## src/rtl/cpsr_flag_ctrl_if.sv

```systemverilog
// Instruction, ALU and CPSR signal bundle for cpsr_flag_ctrl.
// master = instruction source / ALU / CPSR side, slave = the sequencer.
interface cpsr_flag_ctrl_if;
  logic       instr_valid;
  logic       instr_ready;
  logic [1:0] instr_class;
  logic [2:0] cond;
  logic       alu_start;
  logic       alu_done;
  logic       alu_n;
  logic       alu_v;
  logic       alu_z;
  logic       negative_flag_and;
  logic       overflow_and;
  logic       zero_flag_and;
  logic [2:0] svz;
  logic       branch_valid;
  logic       branch_taken;
  logic       alu_err;

  modport master (
    output instr_valid, instr_class, cond, alu_done, alu_n, alu_v, alu_z, svz,
    input  instr_ready, alu_start, negative_flag_and, overflow_and, zero_flag_and,
           branch_valid, branch_taken, alu_err
  );

  modport slave (
    input  instr_valid, instr_class, cond, alu_done, alu_n, alu_v, alu_z, svz,
    output instr_ready, alu_start, negative_flag_and, overflow_and, zero_flag_and,
           branch_valid, branch_taken, alu_err
  );
endinterface

```

## src/rtl/cpsr_flag_ctrl.sv

```systemverilog
// CPSR flag sequencer: runs ALU ops, commits S/V/Z, evaluates branches with interlock.
// Optional macro CPSR_FLAG_FWD_EN: branches use the held flags instead of waiting for CPSR.
module cpsr_flag_ctrl #(
  parameter int ALU_TIMEOUT = 15,
  parameter int TO_W        = 4
) (
  input  logic               clk,
  input  logic               rst_n,
  cpsr_flag_ctrl_if.slave    bus
);

  typedef enum logic [2:0] {
    IDLE    = 3'd0,
    START   = 3'd1,
    EXEC    = 3'd2,
    BR_WAIT = 3'd3,
    BR_EVAL = 3'd4
  } state_t;

  state_t          state_reg, state_next;
  logic [TO_W-1:0] cnt_reg;
  logic [1:0]      cls_reg;
  logic [2:0]      cond_reg;
  logic [2:0]      flags_reg;
  logic            pending_reg;
  logic            err_reg;
  logic            transfer;
  logic            timeout_hit;
  logic            commit;
  logic [2:0]      eval_flags;

  assign transfer    = bus.instr_valid && (state_reg == IDLE);
  // The counter holds the number of completed EXEC cycles, so this is the last one allowed.
  assign timeout_hit = (cnt_reg == TO_W'(ALU_TIMEOUT - 1));
  assign commit      = (state_reg == EXEC) && bus.alu_done && (cls_reg == 2'b00);

  function automatic logic cond_met(input logic [2:0] c, input logic [2:0] f);
    logic s, v, z;
    {s, v, z} = f;
    case (c)
      3'b000:  cond_met = 1'b1;
      3'b001:  cond_met = z;
      3'b010:  cond_met = ~z;
      3'b011:  cond_met = s;
      3'b100:  cond_met = ~s;
      3'b101:  cond_met = v;
      3'b110:  cond_met = ~v;
      default: cond_met = ~z & (s == v);
    endcase
  endfunction

`ifdef CPSR_FLAG_FWD_EN
  logic fwd_sel_reg;

  always_ff @(posedge clk or negedge rst_n) begin
    if (!rst_n)
      fwd_sel_reg <= 1'b0;
    else if (transfer)
      fwd_sel_reg <= pending_reg;
  end

  assign eval_flags = fwd_sel_reg ? flags_reg : bus.svz;
`else
  assign eval_flags = bus.svz;
`endif

  always_ff @(posedge clk or negedge rst_n) begin
    if (!rst_n)
      state_reg <= IDLE;
    else
      state_reg <= state_next;
  end

  always_comb begin
    state_next       = state_reg;
    bus.instr_ready  = 1'b0;
    bus.alu_start    = 1'b0;
    bus.branch_valid = 1'b0;
    bus.branch_taken = 1'b0;
    case (state_reg)
      IDLE: begin
        bus.instr_ready = rst_n;
        if (transfer) begin
          case (bus.instr_class)
            2'b00, 2'b01: state_next = START;
`ifdef CPSR_FLAG_FWD_EN
            2'b10:        state_next = BR_EVAL;
`else
            2'b10:        state_next = pending_reg ? BR_WAIT : BR_EVAL;
`endif
            default:      state_next = IDLE;
          endcase
        end
      end
      START: begin
        bus.alu_start = 1'b1;
        state_next    = EXEC;
      end
      EXEC: begin
        if (bus.alu_done || timeout_hit)
          state_next = IDLE;
      end
      BR_WAIT: state_next = BR_EVAL;
      BR_EVAL: begin
        bus.branch_valid = 1'b1;
        bus.branch_taken = cond_met(cond_reg, eval_flags);
        state_next       = IDLE;
      end
      default: state_next = IDLE;
    endcase
  end

  always_ff @(posedge clk or negedge rst_n) begin
    if (!rst_n) begin
      cnt_reg     <= '0;
      cls_reg     <= 2'b00;
      cond_reg    <= 3'b000;
      flags_reg   <= 3'b000;
      pending_reg <= 1'b0;
      err_reg     <= 1'b0;
    end else begin
      if (transfer) begin
        cls_reg  <= bus.instr_class;
        cond_reg <= bus.cond;
      end
      if (state_reg == START)
        cnt_reg <= '0;
      else if (state_reg == EXEC)
        cnt_reg <= cnt_reg + 1'b1;
      if (commit)
        flags_reg <= {bus.alu_n, bus.alu_v, bus.alu_z};
      // A late done on the final cycle still counts as success.
      if ((state_reg == EXEC) && !bus.alu_done && timeout_hit)
        err_reg <= 1'b1;
      if (commit)
        pending_reg <= 1'b1;
      else if ((state_reg == IDLE) || (state_reg == BR_WAIT))
        pending_reg <= 1'b0;
    end
  end

  assign bus.negative_flag_and = flags_reg[2];
  assign bus.overflow_and      = flags_reg[1];
  assign bus.zero_flag_and     = flags_reg[0];
  assign bus.alu_err           = err_reg;

endmodule
```

## src/flat_wrapper.sv

```systemverilog
// flat-port wrapper written by rule: the top's interface ports become plain ports
module cpsr_flag_ctrl_flat 
#(
  parameter int ALU_TIMEOUT = 15,
  parameter int TO_W        = 4
)
  (clk, rst_n, bus_instr_valid, bus_instr_class, bus_cond, bus_alu_done, bus_alu_n, bus_alu_v, bus_alu_z, bus_svz, bus_instr_ready, bus_alu_start, bus_negative_flag_and, bus_overflow_and, bus_zero_flag_and, bus_branch_valid, bus_branch_taken, bus_alu_err);
  cpsr_flag_ctrl_if bus_i ();
  input  logic clk;
  input  logic rst_n;
  input wire logic [$bits(bus_i.instr_valid)-1:0] bus_instr_valid;
  input wire logic [$bits(bus_i.instr_class)-1:0] bus_instr_class;
  input wire logic [$bits(bus_i.cond)-1:0] bus_cond;
  input wire logic [$bits(bus_i.alu_done)-1:0] bus_alu_done;
  input wire logic [$bits(bus_i.alu_n)-1:0] bus_alu_n;
  input wire logic [$bits(bus_i.alu_v)-1:0] bus_alu_v;
  input wire logic [$bits(bus_i.alu_z)-1:0] bus_alu_z;
  input wire logic [$bits(bus_i.svz)-1:0] bus_svz;
  output wire logic [$bits(bus_i.instr_ready)-1:0] bus_instr_ready;
  output wire logic [$bits(bus_i.alu_start)-1:0] bus_alu_start;
  output wire logic [$bits(bus_i.negative_flag_and)-1:0] bus_negative_flag_and;
  output wire logic [$bits(bus_i.overflow_and)-1:0] bus_overflow_and;
  output wire logic [$bits(bus_i.zero_flag_and)-1:0] bus_zero_flag_and;
  output wire logic [$bits(bus_i.branch_valid)-1:0] bus_branch_valid;
  output wire logic [$bits(bus_i.branch_taken)-1:0] bus_branch_taken;
  output wire logic [$bits(bus_i.alu_err)-1:0] bus_alu_err;
  assign bus_i.instr_valid = bus_instr_valid;
  assign bus_i.instr_class = bus_instr_class;
  assign bus_i.cond = bus_cond;
  assign bus_i.alu_done = bus_alu_done;
  assign bus_i.alu_n = bus_alu_n;
  assign bus_i.alu_v = bus_alu_v;
  assign bus_i.alu_z = bus_alu_z;
  assign bus_i.svz = bus_svz;
  assign bus_instr_ready = bus_i.instr_ready;
  assign bus_alu_start = bus_i.alu_start;
  assign bus_negative_flag_and = bus_i.negative_flag_and;
  assign bus_overflow_and = bus_i.overflow_and;
  assign bus_zero_flag_and = bus_i.zero_flag_and;
  assign bus_branch_valid = bus_i.branch_valid;
  assign bus_branch_taken = bus_i.branch_taken;
  assign bus_alu_err = bus_i.alu_err;
  cpsr_flag_ctrl #(.ALU_TIMEOUT(ALU_TIMEOUT), .TO_W(TO_W)) u_core (.clk(clk), .rst_n(rst_n), .bus(bus_i));
endmodule
```

## config.mk

```make
export PLATFORM = sky130hd
export DESIGN_NAME = cpsr_flag_ctrl_flat
export DESIGN_NICKNAME = d
export VERILOG_FILES = /design/src/rtl/cpsr_flag_ctrl_if.sv /design/src/rtl/cpsr_flag_ctrl.sv /design/src/flat_wrapper.sv
export SDC_FILE = /design/constraint.sdc
export NUM_CORES = 1
export LEC_CHECK = 0
export BUFFER_PORTS_ARGS = -buffer_cell sky130_fd_sc_hd__buf_2
export CAP_MARGIN = 15
export CORE_MARGIN = 2
export CORE_UTILIZATION = 40
export DETAILED_ROUTE_END_ITERATION = 8
export PLACE_DENSITY = 0.71
export SLEW_MARGIN = 10
export SYNTH_ARGS = -nofsm -noshare
export SYNTH_HDL_FRONTEND = slang
export SYNTH_SLANG_ARGS = --single-unit
```

## constraint.sdc

```tcl
create_clock -name clk -period 1.4 [get_ports clk]
set_input_delay 0.07 -clock clk [delete_from_list [all_inputs] [get_ports clk]]
set_output_delay 0.07 -clock clk [all_outputs]
set_load 0.03 [all_outputs]
```

==> qor.yml <==
hold_class: "in2reg"
crit_path_end_kind: "output port"
cts_root_buf: "clkbuf_4"
io_pins: 23
period_needed_ns: 1.50
die_w_um: 52.2
violations: "negative setup slack"
htreeDepth: 1
finalHoldViolations: 0
cts.sinks: 17
drt.antenna.violating_nets: 0
synth_compound_area_frac: 0.113
path_cells: "buf_4, nor2_4, and2_4, a21boi_2, buf_6"
synth_area_sq_um: 931
setup_viol: 5
fillers: 208
critPathLaunchType: "register"
status: "finished with violations"
use_met1: 0.193
clk_latency_ns: 0.29
rsz0062_at_grt: "yes"
track_usage: 0.163
synth_top_family_by_area: "simple AND/OR/NAND/NOR gates"
die_area_sq_mm: 0.00273
vias: 794
top_usage_layer: "met2"
core_sq_mm: 0.00221
ir_drop_uv: 1350
cpMaxStageDelayCell: "dfrtp_2"
grt_pass1_wl_mm: 3.17
dp_hpwl_mm: 1.41
wl_mm: 2.05
min_path_cells: 2
final_max_slew_viol_count: 0
first_global_vias: 738
setup_tns_ns: -0.322
cts_tree: "yes"
timing.fmax_mhz: 664
synth_xor_xnor_area_share: 0.00941
layout-drive-gt1-share: 0.508
final_cell_mix: "buf_2 (18), dfrtp_1 (13), buf_4 (12), nand2_1 (8), mux2_4 (8)"
syn_to_final_growth_pct: 38.8
final_util: 0.584
finClkSkew_ns: 0.00298
die_h_um: 52.2
grt_max_degree: 18
numCtsBuffers: 3
portBuffers: 22
cp_slowest_stage_delay_ns: 0.43
synth-simple-area-share: 0.210
path_class: "reg2out"
ys_warn_count: 0
vias_per_cell: 5.16
rr_worst_depth: 5
antenna_cells: 0
syn-num-nets: 101
firstDrtPassIters: 5
synth_fa_ha_area_frac: 0.0269
largest_reg_flops: 4
slew-limit-headroom: 0.835
synthMuxAreaShare: 0.140
layout_commonest_cell: "buf_2"
syn_inst: 84
row_count: 17
start_util: 0.421
drt_iter0_drc: 18
antenna_found_initial: 0
ys_types: 27
clockBufferDepth: 2
cts.reportedPaths.clkPinSlew_ns: 0.09
worstPathMaxFanout: 4
setup_slack_ns: -0.105
gp_congestion: 0.784
fin_crit_sh: 1.07
ys_ff_latch: 17
p_leak_nw: 0.643
nNetsFinal: 144
worstPathArrival_ns: 1.43
cap_violations: 0
power.density_mw_per_mm2: 1570
synth-seq-area-share: 0.457
drc: 0
grtUsageMet3: 0.0286
synth_area_per_cell_sq_um: 11.1
grtUsageMet2: 0.281
required_ns: 1.33
wire_per_inst_um: 13.3
worst_pin_slew_ns: 0.244
grt.overflow.total: 0
[power breakdown]
| part | internal (mW) | switching [mW] | leakage (nW) |
|---|---|---|---|
| clock network | 0.111 | 0.146 | 0.0150 |
| logic | 0.524 | 0.431 | 0.415 |
| registers | 0.652 | 0.166 | 0.212 |
| total | 1.29 | 0.743 | 0.643 |
[stage by stage]
| stage | setup slack, ns | hold WS [ns] | total power, mW | cell area (sq um) | instances |
|---|---|---|---|---|---|
| 6_report | -0.105 | 0.00690 | 2.03 | 1290 | 154 |
| 5_1_grt | -0.155 | 0.00798 | 2.16 | 1290 | 154 |
| 4_1_cts | -0.0715 | 0.00218 | 1.95 | 1220 | 149 |
| 3_5_place_dp | 0.0258 | 0.0750 | 1.56 | 1100 | 138 |
| 3_3_place_gp | 0.0421 | 0.0653 | 1.54 | 1100 | 138 |
| 2_1_floorplan | 0.0253 | -0.226 | 1.36 | 935 | 84 |
[worst paths after layout]
path,to,from,slack (ns)
setup reg to reg,u_core.flags_reg[2],u_core.state_reg[2],-0.07
setup / recovery,bus_branch_taken,u_core.state_reg[0],-0.10
hold / removal,u_core.flags_reg[1],bus_alu_v,0.007
hold reg to reg,u_core.bus.alu_err,u_core.bus.alu_err,0.47
min in group asynchronous,u_core.cnt_reg[1],rst_n,0.29
max in group asynchronous,u_core.cond_reg[1],rst_n,0.90
[Yosys cell counts, drive strengths merged]
| library cell | instances | area share |
|---|---|---|
| a21boi | 3 | 0.024 |
| a21o | 1 | 0.0081 |
| a21oi | 3 | 0.016 |
| a32oi | 1 | 0.0094 |
| and2 | 3 | 0.020 |
| buf | 3 | 0.036 |
| dfrtp | 17 | 0.46 |
| ha | 2 | 0.027 |
| inv | 2 | 0.0081 |
| mux2 | 8 | 0.13 |
| mux2i | 1 | 0.011 |
| nand2 | 9 | 0.036 |
| nand2b | 2 | 0.013 |
| nand3 | 5 | 0.040 |
| nand4 | 1 | 0.0067 |
| nand4bb | 1 | 0.012 |
| nor2 | 7 | 0.028 |
| nor3 | 1 | 0.0054 |
| nor3b | 2 | 0.028 |
| nor4b | 1 | 0.0094 |
| o21ai | 6 | 0.032 |
| o21bai | 2 | 0.016 |
| o22ai | 1 | 0.0067 |
| or3b | 1 | 0.0094 |
| xor2 | 1 | 0.0094 |
[metal layers]
metal  wire, um  vias to the layer above
li1           -                      379
met2       1020                       29
met5          0                        -
met3         95                        8
met4         81                        0
met1        853                      378
[final cells by class]
type | instances | area (sq um) | share of cell area
clock buffers | 4 | 26.3 | 0.0203
repair buffers | 41 | 295 | 0.228
multi-input cells | 62 | 498 | 0.385
flip-flops and latches | 17 | 430 | 0.333
inverters | 2 | 7.51 | 0.00581
well taps | 28 | 35.0 | 0.0271
[worst max-delay path, delay by kind of cell (launching register included)]
kind	cells	cell delay (ns)
and+or+nand+nor	2	0.25
AOI/OAI and AO/OA	1	0.15
buffers and inverters	2	0.31
DFF	1	0.43
[cell families (layout without fill, tap and decap cells)]
| family | count (synthesis) | count (layout) |
|---|---|---|
| adder cells (fa/ha/maj) | 2 | 2 |
| XOR/XNOR | 1 | 1 |
| flip-flops | 17 | 17 |
| multiplexers | 9 | 9 |
| AO/OA/AOI/OAI | 17 | 17 |
| AND/OR/NAND/NOR | 33 | 33 |
| buffers and inverters | 5 | 47 |
[repair_timing]
action,CTS,global route
buffers inserted,5,3
hold buffers,2,2
endpoints found under the setup margin,3,14
endpoints found under the hold margin,18,2
resized for setup,16,11
pin swaps,6,4
Power figures use the tool's default switching activity.
